===== config.mk =====
export PLATFORM = sky130hd
export DESIGN_NAME = jk_excitation_sequencer_flat
export DESIGN_NICKNAME = d
export VERILOG_FILES = /design/src/rtl/jk_excitation_sequencer_if.sv /design/src/rtl/jk_excitation_sequencer.sv /design/src/flat_wrapper.sv
export SDC_FILE = /design/constraint.sdc
export NUM_CORES = 1
export LEC_CHECK = 0
export ABC_AREA = 0
export ABC_CLOCK_PERIOD_IN_PS = 2000
export CORE_ASPECT_RATIO = 0.7
export CORE_MARGIN = 2
export CORE_UTILIZATION = 48
export CTS_CLUSTER_SIZE = 40
export DETAILED_ROUTE_END_ITERATION = 7
export PLACE_DENSITY = 0.79
export SETUP_SLACK_MARGIN = 0.05
export SLEW_MARGIN = 0
export SYNTH_ARGS = -nofsm -noshare
export SYNTH_HDL_FRONTEND = slang
export SYNTH_SLANG_ARGS = --single-unit

===== constraint.sdc =====
create_clock -name clk -period 2 [get_ports clk]
set_input_delay 0.5 -clock clk [delete_from_list [all_inputs] [get_ports clk]]
set_output_delay 0.5 -clock clk [all_outputs]
set_load 0.02 [all_outputs]

===== src/rtl/jk_excitation_sequencer_if.sv =====
// Target/feedback/drive bundle between a controller and the JK excitation sequencer.
// slave = sequencer side, master = the side that supplies targets and Q feedback.
interface jk_excitation_sequencer_if #(
  parameter int WIDTH     = 4,
  parameter int ERR_CNT_W = 8
);
  logic                 tgt_valid;
  logic [WIDTH-1:0]     tgt_data;
  logic                 tgt_ready;
  logic [WIDTH-1:0]     q_fb;
  logic [WIDTH-1:0]     j;
  logic [WIDTH-1:0]     k;
  logic                 busy;
  logic                 done;
  logic                 err;
  logic [ERR_CNT_W-1:0] err_cnt;
  logic                 err_cnt_clr;

  modport slave (
    input  tgt_valid, tgt_data, q_fb, err_cnt_clr,
    output tgt_ready, j, k, busy, done, err, err_cnt
  );

  modport master (
    output tgt_valid, tgt_data, q_fb, err_cnt_clr,
    input  tgt_ready, j, k, busy, done, err, err_cnt
  );
endinterface


===== src/rtl/jk_excitation_sequencer.sv =====
// Drives a JK flip-flop bank to a requested target for one clock, then checks the result.
// Optional macro JK_TOGGLE_EN: drive differing bits with j=k=1 instead of set/reset form.
module jk_excitation_sequencer #(
  parameter int WIDTH     = 4,
  parameter int ERR_CNT_W = 8
) (
  input  logic                     clk,
  input  logic                     rst,
  jk_excitation_sequencer_if.slave bus
);

  typedef enum logic [1:0] {IDLE, DRIVE, APPLY, CHECK} state_t;

  state_t               state_q, state_d;
  logic [WIDTH-1:0]     tgt_q, tgt_d;
  logic [WIDTH-1:0]     j_q, j_d;
  logic [WIDTH-1:0]     k_q, k_d;
  logic                 done_q, done_d;
  logic                 err_q, err_d;
  logic [ERR_CNT_W-1:0] err_cnt_q, err_cnt_d;
  logic [WIDTH-1:0]     exc_j, exc_k;
  logic                 match;

  assign match = (bus.q_fb == tgt_q);

  // Per-bit excitation from current Q and latched target.
  generate
    for (genvar gi = 0; gi < WIDTH; gi++) begin : g_exc
`ifdef JK_TOGGLE_EN
      assign exc_j[gi] = bus.q_fb[gi] ^ tgt_q[gi];
      assign exc_k[gi] = bus.q_fb[gi] ^ tgt_q[gi];
`else
      assign exc_j[gi] = ~bus.q_fb[gi] &  tgt_q[gi];
      assign exc_k[gi] =  bus.q_fb[gi] & ~tgt_q[gi];
`endif
    end
  endgenerate

  always_ff @(posedge clk or posedge rst) begin
    if (rst) begin
      state_q <= IDLE;
    end else begin
      state_q <= state_d;
    end
  end

  always_comb begin
    state_d   = state_q;
    tgt_d     = tgt_q;
    j_d       = j_q;
    k_d       = k_q;
    done_d    = 1'b0;
    err_d     = 1'b0;
    err_cnt_d = err_cnt_q;
    case (state_q)
      IDLE: begin
        if (bus.tgt_valid) begin
          tgt_d   = bus.tgt_data;
          state_d = DRIVE;
        end
      end
      DRIVE: begin
        j_d     = exc_j;
        k_d     = exc_k;
        state_d = APPLY;
      end
      APPLY: begin
        // The bank samples j/k at the edge closing this cycle.
        j_d     = '0;
        k_d     = '0;
        state_d = CHECK;
      end
      CHECK: begin
        if (match) begin
          done_d = 1'b1;
        end else begin
          err_d = 1'b1;
          if (err_cnt_q != '1) begin
            err_cnt_d = err_cnt_q + ERR_CNT_W'(1);
          end
        end
        state_d = IDLE;
      end
      default: state_d = IDLE;
    endcase
    if (bus.err_cnt_clr) begin
      err_cnt_d = '0;
    end
  end

  always_ff @(posedge clk or posedge rst) begin
    if (rst) begin
      tgt_q     <= '0;
      j_q       <= '0;
      k_q       <= '0;
      done_q    <= 1'b0;
      err_q     <= 1'b0;
      err_cnt_q <= '0;
    end else begin
      tgt_q     <= tgt_d;
      j_q       <= j_d;
      k_q       <= k_d;
      done_q    <= done_d;
      err_q     <= err_d;
      err_cnt_q <= err_cnt_d;
    end
  end

  assign bus.tgt_ready = (state_q == IDLE);
  assign bus.busy      = (state_q != IDLE);
  assign bus.j         = j_q;
  assign bus.k         = k_q;
  assign bus.done      = done_q;
  assign bus.err       = err_q;
  assign bus.err_cnt   = err_cnt_q;

endmodule


===== src/flat_wrapper.sv =====
// flat-port wrapper written by rule: the top's interface ports become plain ports
module jk_excitation_sequencer_flat 
#(
  parameter int WIDTH     = 4,
  parameter int ERR_CNT_W = 8
)
  (clk, rst, bus_tgt_valid, bus_tgt_data, bus_q_fb, bus_err_cnt_clr, bus_tgt_ready, bus_j, bus_k, bus_busy, bus_done, bus_err, bus_err_cnt);
  jk_excitation_sequencer_if #(.WIDTH(WIDTH), .ERR_CNT_W(ERR_CNT_W)) bus_i ();
  input  logic clk;
  input  logic rst;
  input wire logic [$bits(bus_i.tgt_valid)-1:0] bus_tgt_valid;
  input wire logic [$bits(bus_i.tgt_data)-1:0] bus_tgt_data;
  input wire logic [$bits(bus_i.q_fb)-1:0] bus_q_fb;
  input wire logic [$bits(bus_i.err_cnt_clr)-1:0] bus_err_cnt_clr;
  output wire logic [$bits(bus_i.tgt_ready)-1:0] bus_tgt_ready;
  output wire logic [$bits(bus_i.j)-1:0] bus_j;
  output wire logic [$bits(bus_i.k)-1:0] bus_k;
  output wire logic [$bits(bus_i.busy)-1:0] bus_busy;
  output wire logic [$bits(bus_i.done)-1:0] bus_done;
  output wire logic [$bits(bus_i.err)-1:0] bus_err;
  output wire logic [$bits(bus_i.err_cnt)-1:0] bus_err_cnt;
  assign bus_i.tgt_valid = bus_tgt_valid;
  assign bus_i.tgt_data = bus_tgt_data;
  assign bus_i.q_fb = bus_q_fb;
  assign bus_i.err_cnt_clr = bus_err_cnt_clr;
  assign bus_tgt_ready = bus_i.tgt_ready;
  assign bus_j = bus_i.j;
  assign bus_k = bus_i.k;
  assign bus_busy = bus_i.busy;
  assign bus_done = bus_i.done;
  assign bus_err = bus_i.err;
  assign bus_err_cnt = bus_i.err_cnt;
  jk_excitation_sequencer #(.WIDTH(WIDTH), .ERR_CNT_W(ERR_CNT_W)) u_core (.clk(clk), .rst(rst), .bus(bus_i));
endmodule

# Yosys cells after proc, flatten, opt, wreduce, memory -nomap -nowiden
# Index checks and enable logic that the tools add are counted.
# totals
register_bits,24
input_bits,12
output_inout_bits,20
elab_cells,50
# classes
addsub,1
eq_ne,7
muxes,12
bitwise_logic,16
reduce_logical,7
# op_table
operator,n
$mux 8,4
$pmux 4 s2,2
$add 8x1->8 const B,1
$and 1x1->1,8
$ne 8x8->1 const B,1
$not 1->1,8
$pmux 2 s4,1
$reduce_bool 2->1,4
$eq 2x2->1 const B,2
$eq 4x4->1,1
$mux 1,4
$ne 2x2->1 const B,2
$reduce_and 3->1,1
$eq 2x1->1 const B,1
$logic_not 2->1,1
$mux 2,1
$reduce_and 2->1,1

# Depth between registers and ports, before layout
# Gate-level depths: netlist of run 1.
# depth
word_depth,5
depth_mapped,6
mapped_depth_nobuf,6

# Least setup slack after synthesis of run 1
# No wires, ideal clock.
# synth_timing
path_kind,in2reg
from,input bus_q_fb[1]
to,"register u_core.err_cnt_q[7], in the netlist u_core.bus.err_cnt[7]"
setup_ns,0.130
arrival_time_ns,1.556
required_ns,1.870
setup_slack_ns,0.314
stages,6
path_buffers,0
path_cell_list,inv_1 ha_1 and4_1 nor3_2 and4b_1 nor3_1
# synth_via
elab_chain_cells,3
# synth_rtl
element,line_no,rtl
"start, declared",flat_wrapper.sv:13,input wire logic [$bits(bus_i.q_fb)-1:0] bus_q_fb;
$eq 4x4->1,jk_excitation_sequencer.sv:24,assign match = (bus.q_fb == tgt_q);
$ne 2x2->1 (no line),-,
$reduce_and 3->1 (no line),-,
"end signal, assigned",jk_excitation_sequencer.sv:105,err_cnt_q <= err_cnt_d;
"end, declared",jk_excitation_sequencer.sv:20,"logic [ERR_CNT_W-1:0] err_cnt_q, err_cnt_d;"
# No other way between the ends.
# A chain may end at the register's enable or synchronous reset.

# Final worst setup path of run 1
# layout_timing
from,input bus_q_fb[1]
to,"register u_core.err_cnt_q[5], in the netlist u_core.bus.err_cnt[5]"
# Same word-level chain as after synthesis.

==> results of run 1 <==
## worst min-delay path: stages, from the launching register on
cell and delay, ps:
dfrtp_1 380, inv_1 50, o21ai_0 60
## what timing repair did
| item | CTS | global route |
|---|---|---|
| buffers inserted | 0 | 0 |
| hold endpoints to repair | 0 | 0 |
| gates resized for setup | 5 | 5 |
| setup endpoints to repair | 8 | 6 |
| pin swaps | 1 | 1 |
## stage by stage
stage / setup TNS, ps / setup slack [ps] / util, %
2_1_floorplan: 0 / 314 / -
3_3_place_gp: -1710 / -275 / 65.7
3_5_place_dp: -1890 / -308 / 65.7
4_1_cts: 0 / 79.2 / 68.2
5_1_grt: 0 / 30.9 / 68.7
6_report: 0 / 93.7 / 68.7
## layer usage
| layer | up-vias | global-route usage, % | routed length [µm] | part of all wire [%] |
|---|---|---|---|---|
| li1 | 479 | - | - | - |
| met1 | 462 | 23.8 | 1200 | 48 |
| met2 | 34 | 33.4 | 1130 | 46 |
| met3 | 8 | 3.60 | 109 | 4.4 |
| met4 | 0 | 5.00 | 36 | 1.5 |
| met5 | - | 0 | 0 | 0 |
## power by group through the flow
stage	Sequential, mW	Combinational [mW]	Clock, mW
after detailed placement	0.721	0.926	0
final	0.713	0.950	0.323
after global routing	0.731	1.06	0.350
after floorplan	0.789	0.481	0
after global placement	0.711	0.898	0
after CTS	0.710	0.938	0.330
## cells in the final DEF (no fill, tap or decap), types with 2 or more instances in the layout
cell,count
inv_1,20
ha_1,13
clkbuf_8,4
buf_4,6
nand2_1,10
mux2_2,5
and3_1,2
dfrtp_1,24
a21oi_1,4
o21ai_0,8
nor2_1,5
clkdlybuf4s50_1,28
nor3_1,3
## cell usage after synthesis, types with 2 or more instances
cell type  count
a21oi_1        4
and3_1         2
and4_1         2
dfrtp_1       24
ha_1          13
inv_1         21
mux2_2         5
nand2_1       10
nor2_1         6
nor3_1         3
o21ai_0        8
## layout make-up
| cell class | instances | share of cell area, % |
|---|---|---|
| Sequential cell | 24 | 35.3 |
| Multi-Input combinational cell | 73 | 33.4 |
| Inverter | 21 | 4.63 |
| Tap cell | 34 | 2.50 |
| Clock buffer | 4 | 3.23 |
| Timing Repair Buffer | 37 | 20.9 |
## worst max-delay path by stage
stage | start | end
final | bus_q_fb[1] | u_core.bus.err_cnt[5]
after global routing | bus_q_fb[1] | u_core.bus.err_cnt[5]
after global placement | bus_q_fb[1] | u_core.bus.err_cnt[7]
after detailed placement | bus_q_fb[1] | u_core.bus.err_cnt[7]
after floorplan | bus_q_fb[1] | u_core.bus.err_cnt[7]
after CTS | bus_q_fb[1] | u_core.bus.err_cnt[0]
## registers in the layout, summed over array words and instances (netlist names)
name / cells
u_core.state_q: 2
u_core.bus.err: 1
u_core.bus.k: 4
u_core.tgt_q: 4
u_core.bus.j: 4
u_core.bus.err_cnt: 8
u_core.bus.done: 1
## kinds of logic after synthesis
family,Yosys count,share of synthesized area (%)
compound gates,19,9.37
xor+xnor,2,1.40
fa+ha+maj,13,13.0
buf+inv,24,8.28
flops,24,47.9
mux,6,5.28
simple gates,33,14.9
==> metrics.json, run 1 <==
{
  "synthesis.nets": 146,
  "nets": 185,
  "placement.io_buffers": 31,
  "routed_via_density": 5.09,
  "num-fill-cells": 195,
  "critical_path.max_fanout": 6,
  "worst_path_depth": 7,
  "seq_area_um2": 601,
  "htreeDepth": 1,
  "min-delay-path-class": "register to register",
  "grt_start_max_net_pins": 25,
  "r2r_end": "u_core.bus.err_cnt[0]",
  "cts.sinks": 24,
  "fin_skew_ps": 1.92,
  "worst_r2r_startpoint": "u_core.bus.err_cnt[0]",
  "detail_route.wirelength_um": 2470,
  "synthCells": 121,
  "antenna_cells": 0,
  "critical_path_required_ps": 2170,
  "clk_latency_ps": 260,
  "vias_in_the_first_global_route": 919,
  "cts_buffers": 3,
  "ys_seq_area_share_pct": 47.9,
  "cts-hold-fix-buffers": 0,
  "end_kind": "register",
  "antenna_found_initial": 0,
  "critical_path.slowest_cell": "clkdlybuf4s50_1",
  "tritoncts": "yes",
  "static-leakage-power_nw": 0.820,
  "holdCritStartpoint": "u_core.bus.j[2]",
  "critPathMaxStageDelay_ps": 490,
  "timing.reg2reg.setup_slack_ps": 380,
  "synth_top_area_share_pct": 47.9,
  "achievable-frequency_ghz": 0.525,
  "instances_no_fill": 193,
  "final_antenna_net_count": 0,
  "worst_slew_pin_slew_ps": 361,
  "vdd_ir_drop_max_uv": 959,
  "synth_top_flop_cell": "dfrtp_1",
  "first_pass_grt_wire_length_um": 4150,
  "boundaryPins": 32,
  "maxSlewHeadroom_pct": 75.3,
  "switching_share_pct": 37.8,
  "gpl.final_weighted_congestion": 0.893,
  "postPlaceCellArea_mm2": 0.00163,
  "floorplan.core_area_mm2": 0.00248,
  "ys_ff_latch": 24,
  "synth.avg_cell_area_um2": 10.4,
  "synth.distinct_cells": 34,
  "synth_edf_count": 0,
  "timing_worst_setup_path_type": "primary input to register",
  "power_frac_clock_pct": 16.3,
  "groute.usage.overall_pct": 18.5,
  "drv.max_cap_violation_count": 0,
  "finalWorstPathRequiredPeriod_ps": 1910,
  "number_of_cells_after_detailed_placement": 189,
  "drtIter0Drc": 45,
  "dpl.hpwl_um": 1850,
  "drive_above_1_share_pct": 14.5,
  "fp.dieW_um": 65.1,
  "power_density_mw_per_mm2": 1170,
  "cell_internal_pwr_mw": 1.24,
  "finalSetupViolations": 0,
  "layout-area-overhead-vs-synth_pct": 35.7,
  "outcome": "finished clean",
  "whs_ps": 527,
  "cp_num_buf_inv": 2,
  "holdPathEnd": "u_core.bus.j[2]",
  "worst_hold_path.num_cells": 2,
  "fin_total_pwr_mw": 1.99,
  "grt.overflow.total": 0,
  "hold_viol": 0,
  "portion_of_total_power_attributed_to_sequential_cells_pct": 35.9,
  "row_count": 15,
  "yosys_warnings": 0,
  "library_cell_occupying_the_most_area_in_the_post_synthesis_netlist": "dfrtp_1",
  "multiInputGateArea_um2": 569,
  "crit_path_cell_trace": "clkdlybuf4s50_1 > inv_1 > ha_1 > and4_4 > nor3_4 > and3_1 > nor4_2",
  "die-height_um": 46.8,
  "cpLargestDelayFamily": "simple AND/OR/NAND/NOR gates",
  "post_layout_instance_area_mm2": 0.00170,
  "grt_setup_unrepaired": "true",
  "reg2reg_depth": 5,
  "drc": 0,
  "yosys-top-cells-area": "dfrtp_1 48%, ha_1 13%, inv_1 6.3%",
  "detail_route.wl_per_cell_um": 12.8,
  "cts.clk_slew.worst_paths_ps": 80,
  "synth.cell_area_mm2": 0.00125,
  "async_reset_ff_share_pct": 100,
  "clock_tree_root": "clkbuf_8",
  "p_sw_mw": 0.750,
  "num_vias": 983,
  "critPathArrivalTime_ps": 2080,
  "ctsLongestPathBuffers": 2,
  "start_kind": "primary input",
  "floorplan.initialDensity_pct": 50.7,
  "pwr-share-comb_pct": 47.8,
  "drtPass1Iterations": 4,
  "fin_crit_sh_pct": 95.3,
  "area_enclosed_by_the_die_boundary_mm2": 0.00305,
  "timing_max_transition_violations_final": 0
}
Power figures use the tool's default switching activity.
==> run 2, diff against run 1 <==
Settings changed: CORE_MARGIN 2 to unset.
==> metrics.json, run 2 (synthesis results as in run 1) <==
{
  "drtIter0Drc": {"value": 30, "change": "-33%"},
  "drv.max_cap_violation_count": {"value": 0, "change": "unchanged"},
  "floorplan.core_area": {"value": 0.00248, "unit": "mm²", "change": "unchanged"},
  "pwr-share-comb": {"value": 47.8, "unit": "%", "change": "about the same"},
  "fp.dieW": {"value": 63.1, "unit": "µm", "change": "-3.1%"},
  "layout_commonest_cell": "clkdlybuf4s50_1",
  "htreeDepth": {"value": 1, "change": "unchanged"},
  "worst_r2r_startpoint": "u_core.bus.err_cnt[0]",
  "timing.reg2reg.setup_slack": {"value": 390, "unit": "ps", "change": "about the same"},
  "commonest_cells_after_routing_fill_and_taps_aside": "28 x clkdlybuf4s50_1, 24 x dfrtp_1, 21 x inv_1, 13 x ha_1, 10 x nand2_1",
  "first_pass_grt_wire_length": {"value": 3970, "unit": "µm", "change": "-4.1%"},
  "num_vias": {"value": 930, "change": "-5.4%"},
  "p_sw": {"value": 0.745, "unit": "mW", "change": "-0.68%"},
  "reg2reg_depth": {"value": 5, "change": "unchanged"},
  "critPathArrivalTime": {"value": 2040, "unit": "ps", "change": "-40 ps"},
  "critical_path.slowest_cell": "clkdlybuf4s50_1",
  "cts.sinks": {"value": 24, "change": "unchanged"},
  "dpl.hpwl": {"value": 1700, "unit": "µm", "change": "-7.7%"},
  "switching_share": {"value": 37.7, "unit": "%", "change": "-0.066 points"},
  "vias_in_the_first_global_route": {"value": 885, "change": "-3.7%"},
  "num-fill-cells": {"value": 190, "change": "-2.6%"},
  "area_enclosed_by_the_die_boundary": {"value": 0.00283, "unit": "mm²", "change": "-7.2%"},
  "worst_slew_pin_slew": {"value": 425, "unit": "ps", "change": "+63.5 ps"},
  "detail_route.wirelength": {"value": 2330, "unit": "µm", "change": "-5.8%"},
  "portion_of_total_power_attributed_to_sequential_cells": {"value": 35.8, "unit": "%", "change": "about the same"},
  "critPathMaxStageDelay": {"value": 490, "unit": "ps", "change": "about the same"},
  "groute.usage.overall": {"value": 18.8, "unit": "%", "change": "+0.32 points"},
  "instances_no_fill": {"value": 191, "change": "-1.0%"},
  "grt.busiest_layer": "met2",
  "cts.clk_slew.worst_paths": {"value": 80, "unit": "ps", "change": "about the same"},
  "groute.layer.met2.usage": {"value": 30.8, "unit": "%", "change": "-2.6 points"},
  "timing_max_transition_violations_final": {"value": 0, "change": "unchanged"},
  "start_kind": "primary input",
  "static-leakage-power": {"value": 0.811, "unit": "nW", "change": "-1.0%"},
  "fin_skew": {"value": 1.20, "unit": "ps", "change": "-0.721 ps"},
  "antenna_cells": {"value": 0, "change": "unchanged"},
  "vdd_ir_drop_max": {"value": 963, "unit": "µV", "change": "+0.42%"},
  "critical_path_required": {"value": 2150, "unit": "ps", "change": "-20 ps"},
  "finalSetupViolations": {"value": 0, "change": "unchanged"},
  "power_frac_clock": {"value": 16.5, "unit": "%", "change": "+0.2 points"},
  "final_antenna_net_count": {"value": 0, "change": "unchanged"},
  "min-delay-path-class": "register to register",
  "critical_path.max_fanout": {"value": 6, "change": "unchanged"},
  "clock_tree_root": "clkbuf_8",
  "floorplan.initialDensity": {"value": 50.7, "unit": "%", "change": "unchanged"},
  "worst_hold_path.num_cells": {"value": 2, "change": "unchanged"},
  "achievable-frequency": {"value": 0.529, "unit": "GHz", "change": "+0.80%"},
  "power_density": {"value": 1170, "unit": "mW/mm²", "change": "+0.53%"},
  "maxSlewHeadroom": {"value": 70.9, "unit": "%", "change": "-4.3 points"},
  "gr-usage-met1": {"value": 24.7, "unit": "%", "change": "+0.92 points"},
  "outcome": "finished clean",
  "row_count": {"value": 15, "change": "unchanged"},
  "boundaryPins": {"value": 32, "change": "unchanged"},
  "clk_latency": {"value": 270, "unit": "ps", "change": "about the same"},
  "holdCritStartpoint": "u_core.bus.k[1]",
  "largest_reg_flops": {"value": 8, "change": "unchanged"},
  "number_of_cells_after_detailed_placement": {"value": 187, "change": "-1.1%"},
  "drtPass1Iterations": {"value": 4, "change": "unchanged"},
  "global_route.usage.met3": {"value": 5.56, "unit": "%", "change": "+2.0 points"},
  "holdPathEnd": "u_core.bus.k[1]",
  "nets": {"value": 183, "change": "-1.1%"},
  "ctsLongestPathBuffers": {"value": 2, "change": "unchanged"},
  "layout-area-overhead-vs-synth_pct": 34.3,
  "grt_setup_unrepaired": "true",
  "gpl.final_weighted_congestion": {"value": 0.892, "change": "-0.13%"},
  "crit_path_cell_trace": "clkdlybuf4s50_1 > inv_1 > ha_1 > and4_4 > a211o_4 > xor2_1 > nor2_1",
  "grt_start_max_net_pins": {"value": 25, "change": "unchanged"},
  "fin_crit_sh": {"value": 94.6, "unit": "%", "change": "-0.76 points"},
  "grt.overflow.total": {"value": 0, "change": "unchanged"},
  "routed_via_density": {"value": 4.87, "change": "-4.4%"},
  "hold_viol": {"value": 0, "change": "unchanged"},
  "detail_route.wl_per_cell": {"value": 12.2, "unit": "µm", "change": "-4.8%"},
  "timing_worst_setup_path_type": "primary input to register",
  "tritoncts": "yes",
  "end_kind": "register",
  "finalWorstPathRequiredPeriod": {"value": 1890, "unit": "ps", "change": "-15.1 ps"},
  "placement.io_buffers": {"value": 31, "change": "unchanged"},
  "antenna_found_initial": {"value": 0, "change": "unchanged"},
  "drive_above_1_share": {"value": 12.1, "unit": "%", "change": "-2.4 points"},
  "r2r_end": "u_core.bus.err_cnt[0]",
  "die-height": {"value": 44.8, "unit": "µm", "change": "-4.3%"},
  "cell_internal_pwr": {"value": 1.23, "unit": "mW", "change": "-0.40%"},
  "whs": {"value": 524, "unit": "ps", "change": "-2.92 ps"},
  "cts_buffers": {"value": 3, "change": "unchanged"},
  "drc": {"value": 0, "change": "unchanged"}
}
[run 2: cell types whose count changed in the layout (fill, tap and decap cells not counted), sizes merged]
cell,previous run,this run
buf,6,4
[run 2: layer usage]
layer / part of all wire [%] / up-vias / routed length [µm]
met3: 4.4 / 5 / 102
met2: 45 / 21 / 1060
li1: - / 475 / -
met4: 1.2 / 0 / 27
met5: 0 / - / 0
met1: 49 / 429 / 1140
[run 2: area by class of cell]
cell class,count,area (µm²),area share [%]
flip-flops and latches,24,601,35.6
multi-input cells,73,567,33.6
repair buffers,35,342,20.3
inverters,21,78.8,4.68
clock buffers,4,55.1,3.27
well taps,34,42.5,2.52
[run 2: metrics by stage]
stage               cell area, µm²  TNS [ps]  utilization [%]  setup WS, ps  power (mW)
floorplan                     1250         0                -           314        1.27
global placement              1610     -1700             65.1          -274        1.61
detailed placement            1610     -1940             65.1          -312        1.64
CTS                           1670         0             67.6          86.4        1.97
global route                  1690         0             68.0          46.9        2.14
finish                        1690         0             68.0           109        1.98
[run 2: worst max-delay path by stage]
stage                start                     to  slack, ps
6_report       bus_q_fb[1]  u_core.bus.err_cnt[0]        110
2_1_floorplan  bus_q_fb[1]  u_core.bus.err_cnt[7]        310
3_3_place_gp   bus_q_fb[1]  u_core.bus.err_cnt[7]       -270
4_1_cts        bus_q_fb[1]  u_core.bus.err_cnt[0]         90
3_5_place_dp   bus_q_fb[1]  u_core.bus.err_cnt[7]       -310
5_1_grt        bus_q_fb[1]  u_core.bus.err_cnt[2]         50
[run 2: critical path, delay by kind of cell]
family                   cells  cell delay (ps)
AO/OA/AOI/OAI                1              280
XOR/XNOR                     1              150
adder cells (fa/ha/maj)      1              280
buffers and inverters        2              540
AND/OR/NAND/NOR              2              280
[run 2: what timing repair did]
item / in CTS / in global routing
hold buffers: 0 / 0
resized for setup: 5 / 3
pin swaps: 1 / 1
buffers inserted: 0 / 0
setup endpoints to repair: 6 / 4
[run 2: power by group through the flow]
stage / sequential, mW / combinational (mW) / clock [mW]
after detailed placement: 0.717 / 0.920 / 0
after global routing: 0.728 / 1.06 / 0.355
after floorplan: 0.789 / 0.481 / 0
after global placement: 0.711 / 0.896 / 0
final: 0.706 / 0.944 / 0.326
after CTS: 0.707 / 0.929 / 0.337
==> run 3, diff against run 2 <==
Settings changed: CORE_MARGIN set to 4.
==> metrics.json, run 3 (synthesis results as in run 1) <==
{
  "num_vias": {"value": 963, "change": "+3.5%"},
  "critical_path.max_fanout": {"value": 8, "change": "+2"},
  "antenna_cells": {"value": 0, "change": "unchanged"},
  "worst_r2r_startpoint": "u_core.tgt_q[3]",
  "power_density": {"value": 1170, "unit": "mW/mm²", "change": "+0.16%"},
  "drc": {"value": 0, "change": "unchanged"},
  "crit_path_cell_trace": "clkdlybuf4s50_1",
  "top_routing_layer_in_use": "met4",
  "fp.dieW": {"value": 69.1, "unit": "µm", "change": "+9.5%"},
  "timing_max_transition_violations_final": {"value": 0, "change": "unchanged"},
  "detail_route.wirelength": {"value": 2640, "unit": "µm", "change": "+13%"},
  "htreeDepth": {"value": 1, "change": "unchanged"},
  "first_pass_grt_wire_length": {"value": 4460, "unit": "µm", "change": "+12%"},
  "holdPathEnd": "u_core.bus.k[1]",
  "grt_start_max_net_pins": {"value": 25, "change": "unchanged"},
  "cts-hold-fix-buffers": {"value": 0, "change": "unchanged"},
  "cts.sinks": {"value": 24, "change": "unchanged"},
  "worst_slew_pin_slew": {"value": 357, "unit": "ps", "change": "-68.0 ps"},
  "cts_buffers": {"value": 3, "change": "unchanged"},
  "timing_worst_setup_path_type": "register to output pin",
  "critPathArrivalTime": {"value": 1400, "unit": "ps", "change": "-640 ps"},
  "detail_route.wl_per_cell": {"value": 13.8, "unit": "µm", "change": "+13%"},
  "antenna_found_initial": {"value": 0, "change": "unchanged"},
  "tritoncts": "yes",
  "boundaryPins": {"value": 32, "change": "unchanged"},
  "num-fill-cells": {"value": 190, "change": "unchanged"},
  "floorplan.core_area": {"value": 0.00248, "unit": "mm²", "change": "unchanged"},
  "end_kind": "output pin",
  "floorplan.initialDensity": {"value": 50.7, "unit": "%", "change": "unchanged"},
  "vdd_ir_drop_max": {"value": 902, "unit": "µV", "change": "-6.3%"},
  "drv.max_cap_violation_count": {"value": 0, "change": "unchanged"},
  "met2_wl": {"value": 1320, "unit": "µm", "change": "+25%"},
  "layout-area-overhead-vs-synth_pct": 35.9,
  "maxSlewHeadroom": {"value": 75.6, "unit": "%", "change": "+4.7 points"},
  "vias_in_the_first_global_route": {"value": 964, "change": "+8.9%"},
  "nets": {"value": 184, "change": "+0.55%"},
  "hold_viol": {"value": 0, "change": "unchanged"},
  "final_setup_tns": {"value": 0, "unit": "ps", "change": "unchanged"},
  "groute.usage.overall": {"value": 15.9, "unit": "%", "change": "-2.9 points"},
  "largest_reg_flops": {"value": 8, "change": "unchanged"},
  "critical_path.slowest_cell": "clkdlybuf4s50_1",
  "fin_crit_sh": {"value": 95.0, "unit": "%", "change": "+0.41 points"},
  "area_enclosed_by_the_die_boundary": {"value": 0.00351, "unit": "mm²", "change": "+24%"},
  "die-height": {"value": 50.8, "unit": "µm", "change": "+13%"},
  "wirelength_met1": {"value": 1200, "unit": "µm", "change": "+5.5%"},
  "worst_hold_path.num_cells": {"value": 2, "change": "unchanged"},
  "routed_via_density": {"value": 5.02, "change": "+3.0%"},
  "cpLargestDelayFamily": "buffers and inverters",
  "cts.clk_slew.worst_paths": {"value": 80, "unit": "ps", "change": "about the same"},
  "gpl.final_weighted_congestion": {"value": 0.789, "change": "-12%"},
  "row_count": {"value": 15, "change": "unchanged"},
  "grt_setup_unrepaired": "false",
  "start_kind": "register",
  "outcome": "finished clean",
  "reg2reg_depth": {"value": 6, "change": "+1"},
  "placement.io_buffers": {"value": 31, "change": "unchanged"},
  "critical_path_required": {"value": 1500, "unit": "ps", "change": "-650 ps"},
  "critPathMaxStageDelay": {"value": 650, "unit": "ps", "change": "+160 ps"},
  "whs": {"value": 520, "unit": "ps", "change": "-3.34 ps"},
  "timing.reg2reg.setup_slack": {"value": 410, "unit": "ps", "change": "+20 ps"},
  "min-delay-path-class": "register to register",
  "dpl.hpwl": {"value": 1970, "unit": "µm", "change": "+16%"},
  "grt.overflow.total": {"value": 0, "change": "unchanged"},
  "commonest_cells_after_routing_fill_and_taps_aside": "25 x clkdlybuf4s50_1, 24 x dfrtp_1, 20 x inv_1, 12 x ha_1, 10 x nand2_1",
  "clock_tree_root": "clkbuf_8",
  "holdCritStartpoint": "u_core.bus.k[1]",
  "static-leakage-power": {"value": 0.828, "unit": "nW", "change": "+2.1%"},
  "layout_commonest_cell": "clkdlybuf4s50_1",
  "drtPass1Iterations": {"value": 4, "change": "unchanged"},
  "fin_skew": {"value": 5.15, "unit": "ps", "change": "+3.96 ps"},
  "clk_latency": {"value": 260, "unit": "ps", "change": "about the same"},
  "finalWorstPathRequiredPeriod": {"value": 1900, "unit": "ps", "change": "+8.23 ps"},
  "r2r_end": "u_core.bus.err_cnt[3]",
  "final_core_utilization": {"value": 68.8, "unit": "%", "change": "+0.81 points"},
  "drtIter0Drc": {"value": 46, "change": "+53%"},
  "achievable-frequency": {"value": 0.526, "unit": "GHz", "change": "-0.43%"},
  "cp_num_buf_inv": {"value": 1, "change": "-1"},
  "final_antenna_net_count": {"value": 0, "change": "unchanged"},
  "wl_met3": {"value": 90, "unit": "µm", "change": "-12%"},
  "drive_above_1_share": {"value": 13.9, "unit": "%", "change": "+1.8 points"},
  "finalSetupViolations": {"value": 0, "change": "unchanged"},
  "ctsLongestPathBuffers": {"value": 2, "change": "unchanged"}
}
-- run 3: changes by cell type in the layout (fill, tap and decap cells not counted), sizes merged --
cell and delta:
buf +1, dlymetal6s2s +3, clkdlybuf4s50 -3
-- run 3: worst reg2reg max path, delay by kind of cell, from the launching register on --
kind            cells  cell delay [ps]
simple gates        2              430
buf+inv             1              150
fa+ha+maj           1              310
flops               1              410
compound gates      2              200
-- run 3: area by class of cell --
| class | count | area (µm²) | area share, % |
|---|---|---|---|
| tap | 34 | 42.5 | 2.49 |
| timing repair buffer | 36 | 357 | 20.9 |
| multi-input combinational | 73 | 572 | 33.5 |
| sequential | 24 | 601 | 35.2 |
| inverter | 21 | 78.8 | 4.62 |
| clock buffer | 4 | 55.1 | 3.23 |
-- run 3: through the flow --
stage / std cells / total power [mW] / area, µm² / setup WS (ps)
floorplan: 121 / 1.27 / 1250 / 314
global placement: 187 / 1.61 / 1610 / -273
detailed placement: 187 / 1.67 / 1610 / -293
CTS: 191 / 1.99 / 1670 / 50.3
global route: 192 / 2.16 / 1710 / 63.6
finish: 192 / 2.00 / 1710 / 101
-- run 3: how the worst max path moves through the flow --
stage | from | to | slack [ps] | cells after the start
final | u_core.bus.err_cnt[7] | bus_err_cnt[7] | 100 | 1
after detailed placement | bus_q_fb[2] | u_core.bus.err_cnt[7] | -290 | 7
after global placement | bus_q_fb[1] | u_core.bus.err_cnt[7] | -270 | 7
after global routing | u_core.bus.err_cnt[3] | bus_err_cnt[3] | 60 | 1
after floorplan | bus_q_fb[1] | u_core.bus.err_cnt[7] | 310 | 6
after CTS | bus_q_fb[1] | u_core.bus.err_cnt[1] | 50 | 7
-- run 3: power breakdown --
group | leakage [nW] | internal [mW] | switching (mW)
sequential | 0.315 | 0.623 | 0.0923
clock | 0.0288 | 0.176 | 0.151
combinational | 0.485 | 0.434 | 0.526
total | 0.828 | 1.23 | 0.769
-- run 3: repair_timing --
item	4_1_cts	5_1_grt
pin swaps	1	4
resized for setup	4	8
endpoints found under the setup margin	4	9
buffers inserted	0	1
-- run 3: routing by layer --
metal  global-route usage, %  up-vias
met5                       0        -
met4                    4.87        0
met3                    3.00        2
met2                    28.5       20
met1                    19.6      466
li1                        -      475
